==> src/rtl/uart_tx_fifo.sv <==
// UART transmitter (8N1, LSB first) fed by a circular-buffer byte FIFO.
// Line bits are held CLKS_PER_BIT cycles; back-to-back frames leave no idle gap.
module uart_tx_fifo #(
    parameter int unsigned CLK_FREQ   = 100000000,
    parameter int unsigned BAUD_RATE  = 115200,
    parameter int unsigned FIFO_DEPTH = 16
) (
    input  logic                          clk,
    input  logic                          reset,
    input  logic                          wr_en,
    input  logic [7:0]                    wr_data,
    output logic                          full,
    output logic                          empty,
    output logic [$clog2(FIFO_DEPTH):0]   level,
    output logic                          overflow,
    output logic                          busy,
    output logic                          uart_tx
);

    localparam int unsigned ClksPerBit = CLK_FREQ / BAUD_RATE;
    localparam int unsigned PtrW       = $clog2(FIFO_DEPTH);
    localparam int unsigned LvlW       = PtrW + 1;
    localparam int unsigned CntW       = (ClksPerBit > 1) ? $clog2(ClksPerBit) : 1;
    localparam logic [CntW-1:0] CntLast = CntW'(ClksPerBit - 1);

    if (ClksPerBit < 2) begin : g_bad_baud
        $error("uart_tx_fifo: CLK_FREQ/BAUD_RATE must be at least 2");
    end
    if (FIFO_DEPTH < 2 || (FIFO_DEPTH & (FIFO_DEPTH - 1)) != 0) begin : g_bad_depth
        $error("uart_tx_fifo: FIFO_DEPTH must be a power of 2 and at least 2");
    end

    typedef enum logic [1:0] {StIdle, StStart, StData, StStop} state_e;

    // FIFO state
    logic [7:0]      mem_q [FIFO_DEPTH];
    logic [PtrW-1:0] wr_ptr_q, wr_ptr_d;
    logic [PtrW-1:0] rd_ptr_q, rd_ptr_d;
    logic [LvlW-1:0] level_q, level_d;
    logic            overflow_q, overflow_d;
    logic            push, pop;
    logic [7:0]      rd_data;

    // Transmitter state
    state_e          state_q, state_d;
    logic [CntW-1:0] cnt_q, cnt_d;
    logic [2:0]      bit_idx_q, bit_idx_d;
    logic [7:0]      shift_q, shift_d;
    logic            tx_q, tx_d;

    assign full     = (level_q == LvlW'(FIFO_DEPTH));
    assign empty    = (level_q == '0);
    assign level    = level_q;
    assign overflow = overflow_q;
    assign busy     = (state_q != StIdle);
    assign uart_tx  = tx_q;

    // Acceptance uses the registered full flag, so a same-cycle pop never rescues a push.
    assign push    = wr_en && !full;
    assign rd_data = mem_q[rd_ptr_q];

    always_comb begin
        wr_ptr_d   = wr_ptr_q;
        rd_ptr_d   = rd_ptr_q;
        level_d    = level_q;
        overflow_d = wr_en && full;
        if (push) begin
            wr_ptr_d = wr_ptr_q + PtrW'(1);
        end
        if (pop) begin
            rd_ptr_d = rd_ptr_q + PtrW'(1);
        end
        if (push && !pop) begin
            level_d = level_q + LvlW'(1);
        end else if (!push && pop) begin
            level_d = level_q - LvlW'(1);
        end
    end

    always_ff @(posedge clk) begin
        if (push) begin
            mem_q[wr_ptr_q] <= wr_data;
        end
    end

    always_ff @(posedge clk or negedge reset) begin
        if (!reset) begin
            wr_ptr_q   <= '0;
            rd_ptr_q   <= '0;
            level_q    <= '0;
            overflow_q <= 1'b0;
        end else begin
            wr_ptr_q   <= wr_ptr_d;
            rd_ptr_q   <= rd_ptr_d;
            level_q    <= level_d;
            overflow_q <= overflow_d;
        end
    end

    // tx_d is the line level for the cycle that follows the transition being decided.
    always_comb begin
        state_d   = state_q;
        cnt_d     = cnt_q;
        bit_idx_d = bit_idx_q;
        shift_d   = shift_q;
        tx_d      = tx_q;
        pop       = 1'b0;
        unique case (state_q)
            StIdle: begin
                tx_d = 1'b1;
                if (!empty) begin
                    pop     = 1'b1;
                    shift_d = rd_data;
                    cnt_d   = '0;
                    state_d = StStart;
                    tx_d    = 1'b0;
                end
            end
            StStart: begin
                if (cnt_q == CntLast) begin
                    cnt_d     = '0;
                    bit_idx_d = 3'd0;
                    state_d   = StData;
                    tx_d      = shift_q[0];
                end else begin
                    cnt_d = cnt_q + CntW'(1);
                end
            end
            StData: begin
                if (cnt_q == CntLast) begin
                    cnt_d   = '0;
                    shift_d = shift_q >> 1;
                    if (bit_idx_q == 3'd7) begin
                        state_d = StStop;
                        tx_d    = 1'b1;
                    end else begin
                        bit_idx_d = bit_idx_q + 3'd1;
                        tx_d      = shift_q[1];
                    end
                end else begin
                    cnt_d = cnt_q + CntW'(1);
                end
            end
            StStop: begin
                if (cnt_q == CntLast) begin
                    cnt_d = '0;
                    if (!empty) begin
                        pop     = 1'b1;
                        shift_d = rd_data;
                        state_d = StStart;
                        tx_d    = 1'b0;
                    end else begin
                        state_d = StIdle;
                        tx_d    = 1'b1;
                    end
                end else begin
                    cnt_d = cnt_q + CntW'(1);
                end
            end
            default: begin
                state_d = StIdle;
                tx_d    = 1'b1;
            end
        endcase
    end

    always_ff @(posedge clk or negedge reset) begin
        if (!reset) begin
            state_q   <= StIdle;
            cnt_q     <= '0;
            bit_idx_q <= 3'd0;
            shift_q   <= 8'h00;
            tx_q      <= 1'b1;
        end else begin
            state_q   <= state_d;
            cnt_q     <= cnt_d;
            bit_idx_q <= bit_idx_d;
            shift_q   <= shift_d;
            tx_q      <= tx_d;
        end
    end

endmodule

==> config.mk <==
export PLATFORM = sky130hd
export DESIGN_NAME = uart_tx_fifo
export DESIGN_NICKNAME = d
export VERILOG_FILES = /design/src/rtl/uart_tx_fifo.sv
export SDC_FILE = /design/constraint.sdc
export NUM_CORES = 1
export LEC_CHECK = 0
export BUFFER_PORTS_ARGS = -buffer_cell sky130_fd_sc_hd__buf_2
export CORE_ASPECT_RATIO = 0.5
export CORE_MARGIN = 3
export CORE_UTILIZATION = 53
export DETAILED_ROUTE_END_ITERATION = 8
export GPL_ROUTABILITY_DRIVEN = 1
export PLACE_DENSITY = 0.71
export SYNTH_ARGS = -nofsm -noshare
export SYNTH_HDL_FRONTEND = slang
export SYNTH_SLANG_ARGS = --single-unit
==> constraint.sdc <==
create_clock -name clk -period 6.4 [get_ports clk]
set_input_delay 0.64 -clock clk [delete_from_list [all_inputs] [get_ports clk]]
set_output_delay 0.64 -clock clk [all_outputs]
set_load 0.02 [all_outputs]
==> results.md <==
- Yosys cell types: between 50 and 60
- Max frequency: 322 MHz
- Mean Syn Cell Area: 16.5 um^2
- Top FF cell, synth: edfxtp_1
- Clk network pwr share: 0.267
- Switching Power: between 1 and 1.5 mW
- CTS tree: yes
- Met2 wire length: 6.34 mm
- Most used cell, CP: inv_1
- Sequential fraction of the synthesis area: 0.676
- Worst-Margin Slew: about 0.94 ns
- CTS Sinks: 166
- Die Ht: 87.8 um
- Final Max Tran Viols: 0
- Clk_lat worst skew: 0.42 ns
- Worst-path fanout max: 5
- GRT Overall Usage: 0.194
- Io pins: 21
- Pint: 2.41 mW
- Core area: 12900 um^2
- DR DRC count: 0
- Largest net degree at the start of global routing: 39
- Footprint of the multi-input gates: 2110 um^2
- YS warnings: 0
- Routed wire length: 13.1 mm
- Min Tclk post-route: 3.10 ns
- Mapped Cells: 431
- Req. time, crit path: between 6 and 7 ns
- Max VDD drop: 0.227 mV
- Fillcell total: 915
- Initial antenna violation count: 0
- EDFF count, synth: 128
- Status: completed
- Inserted Diodes: 0
- Fin Hold WS: 0.330 ns
- Setup crit end kind: flip-flop
- Critical-path cell list: or3_1, or3_4, inv_1, nor3_2, inv_1, ha_1, inv_1, fa_1, a21o_1, a21oi_1, xnor2_1, nor2_1, xor2_1
- Post-Syn Nets: between 400 and 500
- # port buffers: 20
- Avg WL per Cell: 20.7 um
- Avg Vias per Cell: around 6
- Critical Path Slowest Stage Cell: dfrtp_1
- Number of nets in the layout: about 480
- Vias in the first global route: 3771
- Sw Share: 0.334
- First-pass GRT wire length: 21.4 mm
- Power Density: 460 nW/um^2
- Met3 wire len: 697 um
- Final setup vio count: 0
- Htree depth: 4
- Sequential power share: 0.403
- Worst setup path class: reg2reg
- Starting density of the core: 0.551
- Top Metal Used: met4
- PostCTS Resize Cnt: 0
- Rows: 29
- Gpl congestion: 0.762
- M1 wire length: 5.96 mm
- CP delay by family, top: simple AND/OR/NAND/NOR gates
- Leak: approximately 2.8 nW
- Clk_skew: 0.00576 ns
- Fin crit share: 0.485
- CTS hold repair buffers: 0
- TNS Setup: 0 ns
- Die X: 170 um
- Root Driver: clkbuf_16
- Grt ovf: 0
- Synth-to-Final Area Change: 10.8%
- Routed vias: 3736
- Initial DRT Pass Iterations: 5
- DRT iter0 DRCs: 354
- Startpoint Class: flip-flop
- Logic pwr share: 0.330
- Synthesized area: 7100 um^2
- Crit path DAT: 3.41 ns
- Final Hold Viols: 0
- Inserted Clock Buffers: 17
- CTS Buffer Depth: 2
- Seq cells post-synth: 166
- Asr flop ratio synth: 0.229
- Bufs and invs on worst path: 3
- Max incr delay on CP: 0.44 ns
- Share of layout cells above drive strength 1: 0.211
- Routed Antenna Nets: 0
- Clock transition at the registers of the reported paths: 0.06 ns
- Reg area: between 4000 and 5000 um^2
- Max transition margin: 0.373
- Max_cap viols: 0
- Post-DP HPWL: 8.03 mm
- RSZ-0062 raised after global routing: false
- Setup bufs post-CTS: 0
- R2r setup slk: 3.30 ns
- Die area: 14900 um^2
- Hold WC Path Type: in2async
[sequential cells by signal (all words and copies together), names as in the netlist]
signal	count
uart_tx	1
level	5
shift_q	8
bit_idx_q	3
mem_q	128
overflow	1
state_q	2
wr_ptr_q	4
cnt_q	10
rd_ptr_q	4
[worst register-to-register path, cell delays in order (launching register included)]
cell     delay (ns)
dfrtp_1        0.44
or3_1          0.41
or3_4          0.38
inv_1          0.17
nor3_2         0.11
inv_1          0.07
ha_1           0.17
inv_1          0.12
fa_1           0.42
a21o_1         0.20
a21oi_1        0.17
xnor2_1        0.13
nor2_1         0.06
xor2_1         0.14
[logic make-up after synthesis]
group	Yosys count	synth area share
flops	166	0.676
compound gates	82	0.0820
simple gates	80	0.0582
buf+inv	39	0.0293
mux	35	0.109
fa+ha+maj	17	0.0310
xor+xnor	12	0.0148
[layer usage]
metal / up-vias / global-route usage
met5: - / 0
met4: 0 / 0.0631
met3: 8 / 0.0491
met2: 101 / 0.292
met1: 1909 / 0.282
li1: 1718 / -
[layout by cell type, fill, tap and decap left out, types with 5 or more instances in the layout]
cell,netlist,layout
a211oi_1,6,6
a21oi_1,19,19
a22oi_1,15,15
buf_2,5,20
clkbuf_16,0,17
dfrtp_1,37,36
edfxtp_1,128,128
ha_1,16,16
inv_1,17,17
mux4_1,5,5
mux4_2,27,27
nand2_1,21,21
nor2_1,24,24
nor2b_1,5,5
o21ai_0,18,18
o31ai_1,5,5
xnor2_1,8,8
[through the flow]
step	setup WS [ns]	instance area [um^2]	power, mW	cells	util
6_report	3.30	7860	3.62	634	0.610
3_5_place_dp	3.33	7300	2.68	602	0.567
5_1_grt	3.05	7860	3.85	634	0.610
4_1_cts	3.29	7860	3.65	634	0.610
2_1_floorplan	3.25	7100	2.44	431	-
3_3_place_gp	3.41	7300	2.66	602	0.567
[worst paths after layout]
kind | start | end | depth (start not counted)
min in group clk | wr_en | overflow | 2
min | reset | cnt_q[5] | 1
max in group asynchronous | reset | rd_ptr_q[0] | 1
max reg2reg | level[1] | level[4] | 13
max | level[1] | level[4] | 13
min reg2reg | cnt_q[9] | cnt_q[9] | 1
[power groups by stage]
| stage | registers (mW) | clock network, mW | logic, mW |
|---|---|---|---|
| after floorplan | 1.46 | 0 | 0.979 |
| after CTS | 1.46 | 0.986 | 1.21 |
| after detailed placement | 1.48 | 0 | 1.20 |
| after global routing | 1.48 | 1.04 | 1.34 |
| final | 1.46 | 0.967 | 1.20 |
| after global placement | 1.47 | 0 | 1.19 |
[area by class of cell]
cell class,instances,share of cell area
clock buffer,19,0.0551
clock inverter,13,0.0161
inverter,17,0.00812
multi-input combinational,226,0.268
sequential,166,0.610
tap,170,0.0271
timing repair buffer,23,0.0156
[synth_stat cells (all sizes together), types with 3 or more instances]
library cell	number	area share
a211oi	7	0.0081
a21o	3	0.0032
a21oi	20	0.015
a22oi	15	0.016
and2	3	0.0028
buf	16	0.015
clkbuf	6	0.0051
dfrtp	37	0.13
edfxtp	128	0.54
ha	16	0.028
inv	17	0.0090
mux4	32	0.10
nand2	21	0.011
nand2b	3	0.0026
nand3	4	0.0028
nand4	4	0.0035
nor2	24	0.013
nor2b	5	0.0044
nor3	8	0.0063
o21ai	18	0.013
o31ai	5	0.0053
xnor2	8	0.0099
xor2	4	0.0049
(Power assumes the default switching activity.)
